===== config.mk =====
export PLATFORM = sky130hd
export DESIGN_NAME = dds_form_wave
export DESIGN_NICKNAME = d
export VERILOG_FILES = /design/src/rtl/dds_form_wave_pkg.sv /design/src/rtl/dds_form_wave_phase_acc.sv /design/src/rtl/dds_form_wave.sv
export SDC_FILE = /design/constraint.sdc
export NUM_CORES = 1
export LEC_CHECK = 0
export ABC_CLOCK_PERIOD_IN_PS = 4350
export CORE_UTILIZATION = 44
export CTS_CLUSTER_DIAMETER = 50
export DETAILED_ROUTE_END_ITERATION = 10
export PLACE_DENSITY = 0.73
export SLEW_MARGIN = 20
export SYNTH_ARGS = -nofsm -noshare
export SYNTH_HDL_FRONTEND = slang
export SYNTH_SLANG_ARGS = --single-unit

===== constraint.sdc =====
create_clock -name CLK -period 4.35 [get_ports CLK]
set_input_delay 0.87 -clock CLK [delete_from_list [all_inputs] [get_ports CLK]]
set_output_delay 0.87 -clock CLK [all_outputs]
set_load 0.005 [all_outputs]

===== src/rtl/dds_form_wave_pkg.sv =====
// Shared constants, form codes and the note-to-increment table builder for dds_form_wave.
// Optional feature macro used by the top: FORM_WAVE_PWM_EN.
package dds_form_wave_pkg;

    localparam int PHASE_W  = 32;
    localparam int NOTE_W   = 8;
    localparam int MIDI_MAX = 127;
    localparam int OCT_MAX  = 10;
    localparam int SEMIS    = 12;

    localparam logic [2:0] FORM_SAW    = 3'd0;
    localparam logic [2:0] FORM_REVSAW = 3'd1;
    localparam logic [2:0] FORM_TRIAN  = 3'd2;
    localparam logic [2:0] FORM_MEAN   = 3'd3;
    localparam logic [2:0] FORM_PULSE  = 3'd4;

    // Duty used by the pulse form when programmable duty is not built in (25%).
    localparam logic [6:0] FIXED_DUTY = 7'd32;

    typedef logic [SEMIS-1:0][PHASE_W-1:0] inc_table_t;

    typedef struct packed {
        logic [3:0] octave;
        logic [3:0] semi;
    } note_split_t;

    // Increments for the top octave (MIDI 120..131); lower octaves are right shifts of these.
    function automatic inc_table_t build_inc_table(input longint clk_hz);
        inc_table_t tab;
        real        freq;
        for (int k = 0; k < SEMIS; k++) begin
            freq   = 440.0 * (2.0 ** ((51.0 + real'(k)) / 12.0));
            tab[k] = $rtoi(freq * 4294967296.0 / real'(clk_hz) + 0.5);
        end
        return tab;
    endfunction

    // Divide a 0..127 note by 12 with a comparator chain instead of a divider.
    function automatic note_split_t split_note(input logic [6:0] n);
        note_split_t s;
        s.octave = 4'd0;
        s.semi   = n[3:0];
        for (int i = 1; i <= OCT_MAX; i++) begin
            if (n >= 7'(SEMIS * i)) begin
                s.octave = 4'(i);
                s.semi   = 4'(n - 7'(SEMIS * i));
            end
        end
        return s;
    endfunction

endpackage


===== src/rtl/dds_form_wave_phase_acc.sv =====
// 32-bit phase accumulator: phase advances by the registered increment every clock, wrapping mod 2^32.
module dds_phase_acc
    import dds_form_wave_pkg::*;
(
    input  logic               clk,
    input  logic               rst,
    input  logic [PHASE_W-1:0] adder,
    output logic [PHASE_W-1:0] phase
);

    logic [PHASE_W-1:0] phase_d;
    logic [PHASE_W-1:0] phase_q;

    // NOTE: every signal assigned in always_comb gets a value on every path, so no latch is inferred.
    always_comb begin
        phase_d = phase_q + adder;
    end

    // NOTE: sequential state uses <= so all flops sample their pre-edge inputs together.
    always_ff @(posedge clk or posedge rst) begin
        if (rst) begin
            phase_q <= '0;
        end else begin
            phase_q <= phase_d;
        end
    end

    assign phase = phase_q;

endmodule


===== src/rtl/dds_form_wave.sv =====
// Note-driven DDS oscillator: MIDI note -> phase increment -> accumulator -> five-way wave shaper.
// Define FORM_WAVE_PWM_EN to make the pulse duty follow pulse_width; otherwise the pulse is a fixed 25%.
module dds_form_wave
    import dds_form_wave_pkg::*;
#(
    parameter int CLK_HZ = 50_000_000
) (
    input  logic               CLK,
    input  logic               RESET,
    input  logic [NOTE_W-1:0]  NOTE,
    input  logic [2:0]         form,
    input  logic [6:0]         pulse_width,
    output logic [PHASE_W-1:0] ADDER,
    output logic [PHASE_W-1:0] DDS,
    output logic [PHASE_W-1:0] DDSout
);

    localparam inc_table_t INC_TABLE = build_inc_table(longint'(CLK_HZ));

    logic [6:0]         note_clamped;
    note_split_t        note_split;
    logic [PHASE_W-1:0] adder_d;
    logic [PHASE_W-1:0] adder_q;

    logic [PHASE_W-1:0] phase;
    logic [PHASE_W-1:0] tri_ramp;
    logic [6:0]         duty;
    logic [PHASE_W-1:0] dds_out_d;
    logic [PHASE_W-1:0] dds_out_q;

    always_comb begin
        note_clamped = (NOTE > NOTE_W'(MIDI_MAX)) ? 7'(MIDI_MAX) : NOTE[6:0];
        note_split   = split_note(note_clamped);
        adder_d      = INC_TABLE[note_split.semi] >> (4'(OCT_MAX) - note_split.octave);
    end

    always_ff @(posedge CLK or posedge RESET) begin
        if (RESET) begin
            adder_q <= '0;
        end else begin
            adder_q <= adder_d;
        end
    end

    dds_phase_acc u_phase_acc (
        .clk   (CLK),
        .rst   (RESET),
        .adder (adder_q),
        .phase (phase)
    );

`ifdef FORM_WAVE_PWM_EN
    assign duty = pulse_width;
`else
    logic unused_pulse_width;
    assign duty               = FIXED_DUTY;
    assign unused_pulse_width = ^pulse_width;
`endif

    always_comb begin
        tri_ramp  = {phase[PHASE_W-2:0], 1'b0};
        dds_out_d = '0;
        case (form)
            FORM_SAW:    dds_out_d = phase;
            FORM_REVSAW: dds_out_d = ~phase;
            FORM_TRIAN:  dds_out_d = phase[PHASE_W-1] ? ~tri_ramp : tri_ramp;
            FORM_MEAN:   dds_out_d = phase[PHASE_W-1] ? '0 : '1;
            FORM_PULSE:  dds_out_d = (phase[PHASE_W-1 -: 7] < duty) ? '1 : '0;
            default:     dds_out_d = '0;
        endcase
    end

    always_ff @(posedge CLK or posedge RESET) begin
        if (RESET) begin
            dds_out_q <= '0;
        end else begin
            dds_out_q <= dds_out_d;
        end
    end

    assign ADDER  = adder_q;
    assign DDS    = phase;
    assign DDSout = dds_out_q;

endmodule


==> flow_summary_export.csv <==
group,metric,value,unit
cts,cts_sinks,85,
logic_synthesis,synth_cells,781,
cts,cts_buffers,9,
logic_synthesis,synth_cell_type_count,80,
layout,post_route_cells_drive_above_1_share,21.7,%
floorplan,core,0.0148,mm2
place,gp_congestion,0.939,
sta,rsz0062_at_grt,"false",
flow_run,cap_violations,0,
cts,cts_tree,"done",
logic_synthesis,synth-seq-area-share,31.6,%
floorplan,io_pins,116,
power_and_ir_drop,peakVddDrop,0.314,mV
floorplan,rows,44,
layout,nets,1012,
power_and_ir_drop,pwr_density_cell,532,mW/mm2
place,dp.final_hpwl,15400,um
route,firstDrtPassIters,9,
global_route,grtUsageTotal,26.1,%
floorplan,die_w,126,um
logic_synthesis,yosysTopAreaCell,"dfrtp_1",
sta,setup_tns,0,ns
layout,final_util,61.8,%
route,drc,10,
sta,fmax,0.235,GHz
route,ant_nets,0,
cts,clk_path_buf_depth,2,
route,drt_iter0_markers,610,
status,violations,"design-rule violations",
logic_synthesis,syn_area_per_cell,8.62,um2
global_route,grt_overflow_total,0,
place,io_buffers,97,
setup_path,worst_ep_arrival_time,4.50,ns
logic_synthesis,yosys_warnings,0,
sta,drv_slew,0,
setup_path,required,4.60,ns
logic_synthesis,async_flop_share,100,%
layout,instances_no_fill,1148,
sta,finalSetupViolCount,0,
setup_path,worst-setup-path-type,"in -> reg",
sta,period_minus_slack,4.25,ns
cts,clkTransAtPathRegs,0.06,ns
cts,clk_latency,0.33,ns
status,status,"complete, but fails checks",
sta,worstMarginPinSlew,1.07,ns
setup_path,cp_max_fo,9,
floorplan,fp.dieH,126,um
layout,diodes,0,
logic_synthesis,synth_seq_cells,85,
logic_synthesis,syn_area,0.00673,mm2
min_path,hold_path_class,"reg -> reg",
floorplan,die-area,0.0158,mm2
logic_synthesis,netlist_top_cells_area,"dfrtp_1, xnor2_1, ha_1",
layout,syn_to_final_growth,35.5,%
cts,cts-root-buf,"clkbuf_16",
setup_path,cp-start-kind,"input port",
route,drt_wl_total,20300,um
logic_synthesis,synth-edff-count,0,
cts,htreeDepth,3,
logic_synthesis,ys.flop_type,"dfrtp_1",
layout,layout_common_cells,"buf_4, clkdlybuf4s50_1, dfrtp_1",
sta,relSlewSlack,28.9,%
sta,fin_skew,0.00616,ns
place,place_inst,1132,
layout,fillers,1268,
layout,final_common_cell,"buf_4",
power_and_ir_drop,p_leak,3.87,nW
sta,hold_slack,0.566,ns
route,vias_per_cell,5.92,
route,num_vias,6792,
setup_path,endpoint_kind,"flip-flop",
power_and_ir_drop,total_power,4.85,mW
global_route,grt_pass1_wl,32900,um
sta,final.period_utilization,97.7,%
route,wl_per_cell,17.7,um
global_route,grt_max_degree,64,
sta,hold_violations,0,
floorplan,initial_core_util,45.6,%
global_route,grt_pass1_vias,6275,
logic_synthesis,synth_top_area_share,31.6,%
global_route,antenna_found_initial,0,
-- final cells by class --
class	instances	area (um2)	area share (%)
clock buffer	11	253	2.77
inverter	25	97.6	1.07
timing repair buffer	230	1990	21.8
sequential	85	2130	23.3
clock inverter	4	23.8	0.261
tap	184	230	2.52
multi-input combinational	609	4400	48.3
-- registers in the layout, indices dropped and copies added (netlist names) --
register / cells
DDSout: 32
u_phase_acc.phase: 32
ADDER: 21
-- kinds of logic after synthesis --
group	Yosys count	share of synthesized area [%]
compound gates	282	28.3
xor+xnor	65	8.46
fa+ha+maj	32	6.06
buf+inv	97	6.30
flops	85	31.6
mux	24	4.81
other cells	1	0.0557
simple gates	195	14.4
-- critical path, stage by stage --
cell and delay [ns]:
clkdlybuf4s50_1 0.43, or2_4 0.27, ha_1 0.22, buf_4 0.15
nor4bb_1 0.14, o21a_1 0.24, o31a_1 0.35, buf_4 0.18
or3_1 0.38, o31ai_2 0.07, a211oi_1 0.11, buf_4 0.16
or2_0 0.27, mux4_2 0.51, mux2i_1 0.16
-- layer usage --
layer	up-vias	share of wire, %	GRT usage, %	wire (um)
met2	251	47	42.3	9590
met1	3277	45	37.3	9200
li1	3242	-	-	-
met5	-	0	0	0
met4	0	1.2	5.09	243
met3	22	6.1	3.70	1230
-- power breakdown --
group | internal (mW) | switching, mW
Combinational | 1.46 | 1.33
Sequential | 1.05 | 0.306
Clock | 0.412 | 0.293
Total | 2.93 | 1.92
-- final timing paths --
path	from	slack, ns	end	cells past startpoint
worst max-delay path	NOTE[2]	0.10	ADDER[8]	15
worst min-delay path	ADDER[0]	0.57	u_phase_acc.phase[0]	1
worst max register to register	u_phase_acc.phase[0]	1.03	u_phase_acc.phase[24]	13
worst min register to register	ADDER[0]	0.57	u_phase_acc.phase[0]	1
max in group asynchronous	RESET	2.89	u_phase_acc.phase[20]	3
min in group asynchronous	RESET	0.97	DDSout[6]	3
-- synthesized netlist by cell type (7+ instances only) --
| library cell | instances |
|---|---|
| a211oi_1 | 44 |
| a21o_1 | 9 |
| a21oi_1 | 71 |
| and2_1 | 8 |
| and3_1 | 10 |
| buf_2 | 9 |
| buf_4 | 11 |
| clkbuf_1 | 46 |
| dfrtp_1 | 85 |
| ha_1 | 31 |
| inv_1 | 22 |
| mux2i_1 | 14 |
| nand2_1 | 26 |
| nand2b_1 | 8 |
| nand3_1 | 24 |
| nor2_1 | 65 |
| nor3_1 | 17 |
| o211ai_1 | 9 |
| o21ai_0 | 60 |
| o311ai_0 | 7 |
| xnor2_1 | 56 |
| xor2_1 | 9 |
-- stage by stage --
step,area [um2],setup WS [ns]
2_1_floorplan,6870,0.0274
6_report,9120,0.102
5_1_grt,9120,0.00442
3_5_place_dp,8730,-0.418
3_3_place_gp,8730,-0.349
4_1_cts,9040,0.0753
-- what timing repair did --
| action | in CTS | in global routing |
|---|---|---|
| pin swaps | 1 | 0 |
| resized for setup | 5 | 22 |
| endpoints found under the setup margin | 4 | 17 |
| setup buffers | 1 | 0 |
| hold buffers | 0 | 0 |
(Power assumes the default switching activity.)
